## config.mk

```make
export PLATFORM = sky130hd
export DESIGN_NAME = ledg_fader
export DESIGN_NICKNAME = d
export VERILOG_FILES = /design/src/rtl/ledg_fader.sv
export SDC_FILE = /design/constraint.sdc
export NUM_CORES = 1
export LEC_CHECK = 0
export CAP_MARGIN = 30
export CELL_PAD_IN_SITES_DETAIL_PLACEMENT = 1
export CELL_PAD_IN_SITES_GLOBAL_PLACEMENT = 2
export CORE_UTILIZATION = 44
export CTS_CLUSTER_DIAMETER = 50
export DETAILED_ROUTE_END_ITERATION = 6
export DONT_BUFFER_PORTS = 1
export PLACE_DENSITY = 0.95
export SLEW_MARGIN = 15
export SYNTH_ARGS = -nofsm -noshare
export SYNTH_HDL_FRONTEND = slang
export SYNTH_SLANG_ARGS = --single-unit
```

## constraint.sdc

```tcl
create_clock -name clk -period 6.9 [get_ports clk]
set_input_delay 0.345 -clock clk [delete_from_list [all_inputs] [get_ports clk]]
set_output_delay 0.345 -clock clk [all_outputs]
set_load 0.02 [all_outputs]
```

## src/rtl/ledg_fader.sv

```systemverilog
// Green-LED fader: turns the PIO's LED pattern into per-channel PWM drive.
// Each channel ramps its duty toward fully on or fully off on a slow fade tick.
module ledg_fader #(
  parameter int N_LEDS   = 9,
  parameter int PWM_BITS = 8,
  parameter int FADE_DIV = 50000
) (
  input  logic              clk,
  input  logic              reset,
  input  logic [N_LEDS-1:0] led_pattern,
  input  logic              enable,
  input  logic              fade_bypass,
  output logic [N_LEDS-1:0] led_out,
  output logic              fade_busy
);

  localparam int DIV_W = (FADE_DIV > 1) ? $clog2(FADE_DIV) : 1;
  localparam logic [PWM_BITS-1:0] DUTY_MAX = {PWM_BITS{1'b1}};
  localparam logic [PWM_BITS-1:0] DUTY_MIN = {PWM_BITS{1'b0}};
  localparam logic [DIV_W-1:0] DIV_LAST = DIV_W'(FADE_DIV - 1);

  logic [PWM_BITS-1:0] pwm_cnt_r;
  logic [DIV_W-1:0]    div_cnt_r;
  logic                tick_s;
  logic [PWM_BITS-1:0] duty_r      [N_LEDS];
  logic [PWM_BITS-1:0] duty_next_s [N_LEDS];
  logic [N_LEDS-1:0]   led_next_s;
  logic                busy_next_s;

  assign tick_s = enable && (div_cnt_r == DIV_LAST);

  // PWM counter and fade-tick divider; both freeze while disabled
  always_ff @(posedge clk) begin
    if (reset) begin
      pwm_cnt_r <= DUTY_MIN;
      div_cnt_r <= {DIV_W{1'b0}};
    end else if (enable) begin
      pwm_cnt_r <= pwm_cnt_r + PWM_BITS'(1);
      div_cnt_r <= tick_s ? {DIV_W{1'b0}} : (div_cnt_r + DIV_W'(1));
    end else begin
      pwm_cnt_r <= pwm_cnt_r;
      div_cnt_r <= div_cnt_r;
    end
  end

  // Next duty per channel: bypass snaps, a tick steps one count toward the target
  always_comb begin
    for (int i = 0; i < N_LEDS; i++) begin
      duty_next_s[i] = duty_r[i];
      if (fade_bypass) begin
        duty_next_s[i] = led_pattern[i] ? DUTY_MAX : DUTY_MIN;
      end else if (tick_s) begin
        if (led_pattern[i] && (duty_r[i] != DUTY_MAX)) begin
          duty_next_s[i] = duty_r[i] + PWM_BITS'(1);
        end else if (!led_pattern[i] && (duty_r[i] != DUTY_MIN)) begin
          duty_next_s[i] = duty_r[i] - PWM_BITS'(1);
        end else begin
          duty_next_s[i] = duty_r[i];
        end
      end else begin
        duty_next_s[i] = duty_r[i];
      end
    end
  end

  // Duty registers
  always_ff @(posedge clk) begin
    for (int i = 0; i < N_LEDS; i++) begin
      if (reset) begin
        duty_r[i] <= DUTY_MIN;
      end else begin
        duty_r[i] <= duty_next_s[i];
      end
    end
  end

  // PWM compare and busy detect; busy is masked in bypass since duty lands on target in one edge
  always_comb begin
    led_next_s  = {N_LEDS{1'b0}};
    busy_next_s = 1'b0;
    for (int i = 0; i < N_LEDS; i++) begin
      if (!enable) begin
        led_next_s[i] = 1'b0;
      end else if (duty_r[i] == DUTY_MAX) begin
        led_next_s[i] = 1'b1;
      end else begin
        led_next_s[i] = (duty_r[i] > pwm_cnt_r);
      end
      busy_next_s = busy_next_s |
        (!fade_bypass && (duty_r[i] != (led_pattern[i] ? DUTY_MAX : DUTY_MIN)));
    end
  end

  // Output registers
  always_ff @(posedge clk) begin
    if (reset) begin
      led_out   <= {N_LEDS{1'b0}};
      fade_busy <= 1'b0;
    end else begin
      led_out   <= led_next_s;
      fade_busy <= busy_next_s;
    end
  end

endmodule

```

# After elaboration in Yosys (flattened, before gate mapping)
# Memories as Yosys holds them, arrays and structs flattened.
# Index checks and enable logic that the tools add are counted.
op_classes:
  n_addsub: 20
  order_cmp: 9
  n_eq_ne: 28
  mux: 67
  bitwise: 18
  reduce_logical: 48
ops:
  columns: ["operator", "count"]
  rows:
  - ["8-bit 2-to-1 mux", 54]
  - ["8-bit by 1-bit adder with 8-bit output (second input constant)", 10]
  - ["8-bit equality test (second input constant)", 9]
  - ["8-bit > comparator", 9]
  - ["8-bit != test", 9]
  - ["8-bit != test (second input constant)", 9]
  - ["8-bit nonzero test", 9]
  - ["8-bit by 1-bit subtractor with 8-bit output (second input constant)", 9]
  - ["1-bit logical AND", 28]
  - ["1-bit OR", 17]
  - ["16-bit by 1-bit adder with 16-bit output (second input constant)", 1]
  - ["16-bit equality test (second input constant)", 1]
  - ["16-bit 2-to-1 mux", 1]
  - ["1-bit 2-to-1 mux", 12]
  - ["1-bit logical NOT", 10]
  - ["2-bit OR reduction", 1]
  - ["1-bit NOT", 1]
word_totals:
  regBits: 34
  mem_bits_rw: 72
  in_bits: 13
  output_inout_bits: 10
  elab_cells: 195
  n_memories: 1
memory_table:
  columns: ["name", "depth", "width", "rd", "rd_ports_with_merged_regs", "wr", "line_no", "rtl"]
  rows:
  - ["duty_r", 9, 8, 9, 0, 9, "25", "logic [PWM_BITS-1:0] duty_r [N_LEDS];"]

# Logic depth before layout (Yosys ltp)
# Gate-level depths: netlist of the first run.
depth:
  depth_word: 11
  ltp_mapped: 10
  ltp_nobuf: 10

# Worst setup path before layout of the first run
# OpenSTA, ideal clock, no wires.
synth_timing:
  path_type: "register to register"
  startpoint: "memory duty_r[7][0]"
  endpoint: "memory duty_r[7][7]"
  setup_ps: 95
  arrival_ps: 2636
  required_ps: 6805
  path_slack_ps: 4168
  path_stages_with_launch: 10
  period_less_slack_ps: 2732
  cell_sequence: "dfxtp_1 -> nand4_1 -> o21ai_0 -> ha_1 -> a211oi_1 -> o21ai_0 -> a31oi_1 -> xnor2_1 -> nand2_1 -> a221oi_1"
synth_lines:
  columns: ["element", "line_no"]
  rows:
  - ["from (decl)", "25"]

==> implementation parameters, run 1 <==
Parameter                              Value

Outcome
  Status    finished clean

Logic synthesis
  Mean Syn Cell Area    8.48 µm²
  Cells after Synth    1,042
  Predominant post-synthesis flop cell    dfxtp_1
  Total standard cell area after synthesis    8840 µm²
  Number of nets in the synthesized netlist    1,192
  Sequential element share of the synthesized area    24.0%
  Total number of yosys warnings    0
  Post-synth cell types    53
  Number of storage elements in the synthesis netlist    106
  Share of synthesized registers carrying an async set or reset    0%
  Post-synth EDFFs    0

Setup path
  Sort of element at the end of the critical path    register
  Critical R2R Capture    duty_r[6][7]
  Type of element launching the critical path    register
  Max incr delay on CP    0.59 ns
  Cells on worst reg2reg path    10
  Worst reg-to-reg setup slack    3.74 ns
  Crit path cell chain    nand4_1, or4_1, nand2_1, ha_1, a211oi_1, o211ai_1, nand2_1, mux2i_1, mux2i_1, a221oi_1
  Number of logic stages on the critical path including buffering    10
  Critical setup path kind    register to register
  Reg2Reg Launch Point    duty_r[6][0]
  Standard cell with the maximum stage delay on the critical path    or4_1
  Req. time, crit path    7.17 ns
  Total buffers and inverters traversed by the critical path    0
  Crit Path Max Fanout    8
  Startpoint of the most critical setup path    duty_r[6][0]
  Crit path arrival time    3.43 ns
  Worst Setup EP    duty_r[6][7]
  Largest delay share family, worst path    simple AND/OR/NAND/NOR gates

Placement
  Input/output buffers    0
  Routability-driven placement congestion ratio    0.789
  Detailed placement HPWL    17.0 mm
  Total placed instance area    9080 µm²

STA
  Setup total negative slack    0 ns
  Minimum clock period    3.16 ns
  Final setup violation count    0
  Smallest hold slack    0.0355 ns
  Max-slew violation count    0
  Number of hold violations in the final report    0
  Achievable Freq    316 MHz
  Period utilisation layout    45.8%
  Worst clock skew    0.0152 ns
  Unrepaired setup endpoints after global routing    false
  Relative max-transition margin    35.1%
  Measured slew at the worst slew-check pin    0.964 ns

Pwr
  Power Dens Cells    189 nW/µm²
  Static leakage power    3.86 nW
  Max rail drop VDD    0.000117 V

CTS
  Clock sink count    106
  Source-to-sink clock delay at the later pin of the worst-skew pair    0.37 ns
  Number of buffers created by CTS    9
  Number of hold buffers added after cts    0
  Setup bufs post-CTS    0
  CTS HTree Levels    3
  Clock transition at the registers of the reported paths    0.08 ns
  Bufs on Longest Clock Path    2
  Post-CTS resize count    0
  Root buffer cell    clkbuf_16
  Clock tree from TritonCTS    yes

Routing
  Met2 WL    11.4 mm
  Detailed-route wire length    24.0 mm
  Routed length on met1    11.3 mm
  Initial DRC count    171
  Routed wirelength normalized by instance count    18.4 µm
  Via count    7,919
  Met3 Routed Length    889 µm
  Number of search-and-repair iterations in the first detailed-routing pass    4
  Via density    6.07
  Drt drc    0
  Highest layer used for signal routing    met4
  Post-DRT Antenna Nets    0

Layout
  Final nets    1,185
  Count of inserted antenna diode cells    0
  Area growth, synth to finish    6.26%
  Final cell area excluding filler cells    9390 µm²
  Share of layout cells above drive strength 1    4.71%

Global route
  First-pass GRT wire length    40.2 mm
  Remaining Overflow, GRT    0
  Largest net degree at the start of global routing    88
  Number of antenna violations at the first check in global routing    0
  Total routing resource utilization after global routing    24.6%
  Number of global-route vias before repair    8,083

Die
  Core region area    19,600 µm²
  Height of the die    144 µm
  Width of the chip    144 µm
  Die area    20,700 µm²
  Initial core utilization    45.1%
  I/O pin cnt    23
  Floorplan row count    51

Flow run
  Number of maximum-capacitance violations    0

Worst hold path
  Kind of path behind the tightest hold check    primary input to register
  Beginning of the worst hold path    reset
## cells in the mapped netlist (13+ instances only)
library cell | count | share of area [%]
a221oi_1 | 47 | 4.7
nand2b_1 | 23 | 1.6
ha_1 | 128 | 18
xnor2_1 | 41 | 4.1
a21o_1 | 37 | 3.1
nor2_1 | 53 | 2.3
o21ai_0 | 64 | 3.6
clkbuf_1 | 20 | 0.85
a21oi_1 | 59 | 3.3
mux2i_1 | 13 | 1.5
inv_1 | 82 | 3.5
xor2_1 | 18 | 1.8
nor4_1 | 20 | 1.4
nand2_1 | 69 | 2.9
nand3_1 | 13 | 0.74
o21bai_1 | 19 | 1.6
dfxtp_1 | 106 | 24
a211oi_1 | 45 | 3.8
nor3_1 | 19 | 1.1
nand4_1 | 40 | 2.8
## power breakdown
group	switching [mW]	total (mW)	internal (mW)	leakage (nW)
clock network	0.278	0.534	0.256	0.141
logic	0.276	0.516	0.240	2.84
registers	0.0726	0.727	0.654	0.877
## sequential cells by signal, summed over array words and instances (netlist names)
register   cells
duty_r        72
fade_busy      1
pwm_cnt_r      8
led_out        9
div_cnt_r     16
## placed cells by master, fill, tap and decap left out, types with 13 or more instances in the layout
cell type  Yosys  routed
nand2b_1      23      23
xor2_1        18      18
inv_1         82      82
mux2i_1       13      13
a221oi_1      47      47
nor4_1        20      20
nand3_1       13      13
nand4_1       40      40
dfxtp_1      106     106
a21o_1        37      37
nor2_1        53      53
a21oi_1       59      59
nor3_1        19      19
a211oi_1      45      45
xnor2_1       41      41
o21bai_1      19      19
o21ai_0       64      64
ha_1         128     128
nand2_1       69      69
## kinds of logic (layout without fill, tap and decap cells)
logic type / after synthesis / after routing / share of synthesized area [%]
buffers and inverters: 108 / 106 / 4.78
AOI/OAI and AO/OA: 334 / 334 / 26.7
DFF: 106 / 106 / 24.0
and+or+nand+nor: 282 / 282 / 16.7
adders and majority gates: 137 / 137 / 20.2
xor gates and xnor gates: 59 / 59 / 5.84
muxes: 16 / 16 / 1.85
## how the worst min path moves through the flow
stage | endpoint | cells past startpoint
final | div_cnt_r[2] | 1
after global placement | div_cnt_r[2] | 1
after global routing | div_cnt_r[1] | 1
after detailed placement | div_cnt_r[2] | 1
after floorplan | pwm_cnt_r[7] | 2
after CTS | div_cnt_r[2] | 1
## stage by stage
step	cells	util, %	worst slack (ns)	total power, mW
6_report	1305	48.0	3.74	1.78
5_1_grt	1305	48.0	3.46	1.90
4_1_cts	1301	47.9	3.67	1.79
3_5_place_dp	1285	46.4	3.70	1.25
3_3_place_gp	1285	46.4	3.83	1.23
2_1_floorplan	1042	-	4.17	1.14
## final cells by class
cell class	instances	area, µm²
Tap cell	265	332
Timing Repair Buffer	7	42.5
Multi-Input combinational cell	828	6300
Clock inverter	7	65.1
Fill cell	2383	10200
Clock buffer	9	225
Inverter	83	312
Sequential cell	106	2120
## per-layer routing
metal  global-route usage (%)  vias up
li1                         -     3925
met1                     30.8     3872
met2                     43.4      100
met3                     4.80       22
met4                     5.10        0
met5                        0        -
No activity file was read; power rests on OpenSTA's default activity.
==> run 2: changes to the inputs <==
--- a/config.mk
+++ b/config.mk
@@ -5,14 +5,15 @@
 export SDC_FILE = /design/constraint.sdc
 export NUM_CORES = 1
 export LEC_CHECK = 0
+export ABC_AREA = 1
 export CAP_MARGIN = 30
 export CELL_PAD_IN_SITES_DETAIL_PLACEMENT = 1
 export CELL_PAD_IN_SITES_GLOBAL_PLACEMENT = 2
-export CORE_UTILIZATION = 44
+export CORE_UTILIZATION = 33
 export CTS_CLUSTER_DIAMETER = 50
 export DETAILED_ROUTE_END_ITERATION = 6
 export DONT_BUFFER_PORTS = 1
-export PLACE_DENSITY = 0.95
+export PLACE_DENSITY = 0.91
 export SLEW_MARGIN = 15
 export SYNTH_ARGS = -nofsm -noshare
 export SYNTH_HDL_FRONTEND = slang
==> constraint.sdc (replaced) <==
create_clock -name clk -period 2.65 [get_ports clk]
set_input_delay 0.1325 -clock clk [delete_from_list [all_inputs] [get_ports clk]]
set_output_delay 0.1325 -clock clk [all_outputs]
set_load 0.02 [all_outputs]
==> run 2 against run 1 <==
Compared with the run above:
- synthesized cell count grew 48%
- core utilization shrank 12 points
- non-clock buffer count grew 2
- routed wire length grew 20%
- synthesized area grew 8.9%
==> implementation parameters, run 2 <==
Parameter                              Value

STA
  Setup total negative slack    0 ns (unchanged)
  Final setup violation count    0 (unchanged)
  Worst clock skew    0.0122 ns (-0.00301 ns)
  Smallest setup slack after layout    0.331 ns (-3.41 ns)
  Relative max-transition margin    50.2% (+15 points)
  Number of hold violations in the final report    0 (unchanged)
  Max-slew violation count    0 (unchanged)
  Achievable Freq    431 MHz (+36%)
  Unrepaired setup endpoints after global routing    false
  Period utilisation layout    87.5% (+42 points)
  Smallest hold slack    0.00591 ns (-0.0296 ns)
  Measured slew at the worst slew-check pin    0.746 ns (-0.218 ns)
  Minimum clock period    2.32 ns (-0.843 ns)

Pwr
  Switching Share    37.6% (+2.3 points)
  Static leakage power    5.08 nW (+32%)
  Power Dens Cells    489 nW/µm² (+160%)
  Power, Total    5.08 mW (+190%)
  Max rail drop VDD    0.000367 V (+210%)
  Clock network fraction of design power    30.1% (about the same)
  Sequential fraction of design power    37.9% (-3.0 points)
  Internal power component    3.17 mW (+180%)
  Fraction of power consumed by combinational cells    32.0% (+3.0 points)
  Net load switching power    1.91 mW (+200%)

Routing
  Post-DRT Antenna Nets    0 (unchanged)
  Detailed-route wire length    28.9 mm (+20%)
  Number of search-and-repair iterations in the first detailed-routing pass    4 (unchanged)
  Via count    9,731 (+23%)
  Routed wirelength normalized by instance count    15.0 µm (-19%)
  Drt drc    0 (unchanged)
  Initial DRC count    391 (+130%)
  Via density    5.04 (-17%)

Global route
  Met1 GRT Util    25.3% (-5.5 points)
  Remaining Overflow, GRT    0 (unchanged)
  First-pass GRT wire length    49.5 mm (+23%)
  Global routing met3 resource utilization    2.70% (-2.1 points)
  Total routing resource utilization after global routing    20.1% (-4.5 points)
  GR peak layer    met2
  Met2 track utilization from global routing    35.9% (-7.5 points)
  Number of global-route vias before repair    10,200 (+26%)
  Largest net degree at the start of global routing    57 (-35%)
  Number of antenna violations at the first check in global routing    0 (unchanged)

Die
  Width of the chip    173 µm (+20%)
  Height of the die    173 µm (+20%)
  I/O pin cnt    23 (unchanged)
  Die area    29,900 µm² (+45%)
  Core region area    28,700 µm² (+47%)
  Initial core utilization    33.6% (-12 points)
  Floorplan row count    62 (+22%)

Placement
  Input/output buffers    0 (unchanged)
  Routability-driven placement congestion ratio    0.806 (+2.1%)
  Setup slack at placement    0.367 ns (-3.34 ns)
  Placed cell count    1,911 (+49%)
  Detailed placement HPWL    20.8 mm (+22%)

Layout
  Largest registers    duty_r (72), div_cnt_r (16), led_out (9)
  Biggest register    duty_r
  Non-filler cells, final    1,931 (+48%)
  Flip-flop count of the largest register after layout    72 (unchanged)
  Area growth, synth to finish    7.92%
  Share of layout cells above drive strength 1    3.94% (-0.77 points)
  Count of inserted antenna diode cells    0 (unchanged)
  Final nets    1,692 (+43%)
  Commonest non-fill, non-tap cell in the layout    nand2_1
  Most used cells in the layout excluding fill and tap cells    nand2_1, inv_1, a21oi_1, nor2_1, ha_1

CTS
  Clock transition at the registers of the reported paths    0.08 ns (about the same)
  Clock sink count    106 (unchanged)
  Bufs on Longest Clock Path    2 (unchanged)
  Setup bufs post-CTS    0 (unchanged)
  Clock tree from TritonCTS    yes
  CTS HTree Levels    3 (unchanged)
  Root buffer cell    clkbuf_16
  Number of buffers created by CTS    9 (unchanged)
  Source-to-sink clock delay at the later pin of the worst-skew pair    0.36 ns (about the same)

Logic synthesis
  Cells after Synth    1,547 (+48%)
  Main area contributors after synthesis    dfxtp_1, nand2_1, ha_1, a21oi_1, inv_1
  Total standard cell area after synthesis    9630 µm² (+8.9%)
  Post-synth top cells    nand2_1, inv_1, a21oi_1, nor2_1, ha_1
  Sequential element share of the synthesized area    22.0% (-2.0 points)
  Share of synthesized registers carrying an async set or reset    0% (unchanged)
  Number of storage elements in the synthesis netlist    106 (unchanged)
  Share of the synthesized area in the top cell type    22.0% (-2.0 points)
  Post-synth EDFFs    0 (unchanged)
  Mean Syn Cell Area    6.23 µm² (-27%)
  Library cell with the largest summed area after synthesis    dfxtp_1
  Number of nets in the synthesized netlist    1,697 (+42%)
  Most numerous cell in the Yosys netlist    nand2_1
  Post-synth cell types    39 (-26%)
  Predominant post-synthesis flop cell    dfxtp_1
  Total number of yosys warnings    0 (unchanged)

Setup path
  Type of element launching the critical path    register
  Crit path arrival time    2.60 ns (-0.83 ns)
  Req. time, crit path    2.93 ns (-4.24 ns)
  Crit Path Max Fanout    10 (+2)
  Critical setup path kind    register to register
  Sort of element at the end of the critical path    register

Outcome
  Status    finished clean

Worst hold path
  Kind of path behind the tightest hold check    primary input to register

Flow run
  Number of maximum-capacitance violations    0 (unchanged)
## run 2: cell count changes after synthesis, sizes merged, moves of 20 or more
cell / change
nand2b: -23
nor4: -20
a21o: -36
a221oi: -47
inv: +110
a21oi: +115
nand2: +435
nor2: +110
nand3: +102
xnor2: -37
a211oi: -44
## run 2: power groups by stage
stage | logic (mW) | registers [mW] | clock network (mW)
floorplan | 1.27 | 1.90 | 0
global placement | 1.52 | 1.96 | 0
detailed placement | 1.59 | 1.97 | 0
CTS | 1.64 | 1.93 | 1.58
global route | 1.91 | 1.95 | 1.63
finish | 1.63 | 1.93 | 1.53
## run 2: cell families (layout without fill, tap and decap cells)
family,after synthesis,in the layout,share of synthesized area (%)
adder cells (fa/ha/maj),137,137,18.5
XOR/XNOR,6,6,0.546
AND/OR/NAND/NOR,834,834,36.6
AO/OA/AOI/OAI,246,246,13.4
buffers and inverters,218,218,8.94
flip-flops,106,106,22.0
## run 2: path summary, 6_finish.rpt
path	startpoint	end	slack (ns)	cells after the start
setup / recovery	duty_r[6][1]	duty_r[6][7]	0.33	12
hold / removal	fade_bypass	duty_r[2][4]	0.006	3
setup reg to reg	duty_r[6][1]	duty_r[6][7]	0.33	12
hold reg to reg	pwm_cnt_r[3]	pwm_cnt_r[3]	0.52	2
## run 2: metrics by stage
stage               util [%]  instance area, µm²
floorplan                  -                9630
CTS                     36.2               10400
detailed placement      34.9               10000
global placement        34.9               10000
finish                  36.2               10400
global route            36.2               10400
## run 2: area by class of cell
| class | instances | area, µm² |
|---|---|---|
| Inverter | 193 | 724 |
| Multi-Input combinational cell | 1223 | 6650 |
| Clock buffer | 10 | 229 |
| Sequential cell | 106 | 2120 |
| Fill cell | 3827 | 18300 |
| Clock inverter | 6 | 90.1 |
| Timing Repair Buffer | 9 | 100 |
| Tap cell | 384 | 480 |
## run 2: repair_timing
| action | in CTS | in global routing |
|---|---|---|
| hold buffers | 4 | 0 |
| resized for setup | 0 | 0 |
| hold endpoints to repair | 39 | 0 |
## run 2: critical path, stage by stage (launching register included)
cell and delay (ns):
dfxtp_1 0.49, nand2_1 0.09, nor2_1 0.11, nand2_1 0.09, nand2_1 0.35, ha_1 0.38
nand2_1 0.11, nand3_1 0.12, nand2_1 0.08, nand3_1 0.09, nand2_1 0.08, nand3_1 0.07
a21oi_1 0.17
## run 2: per-layer routing
metal	vias to the layer above	routed length (µm)
met1	4605	13900
met3	28	685
met2	74	13900
met4	0	374
li1	5024	-
met5	-	0
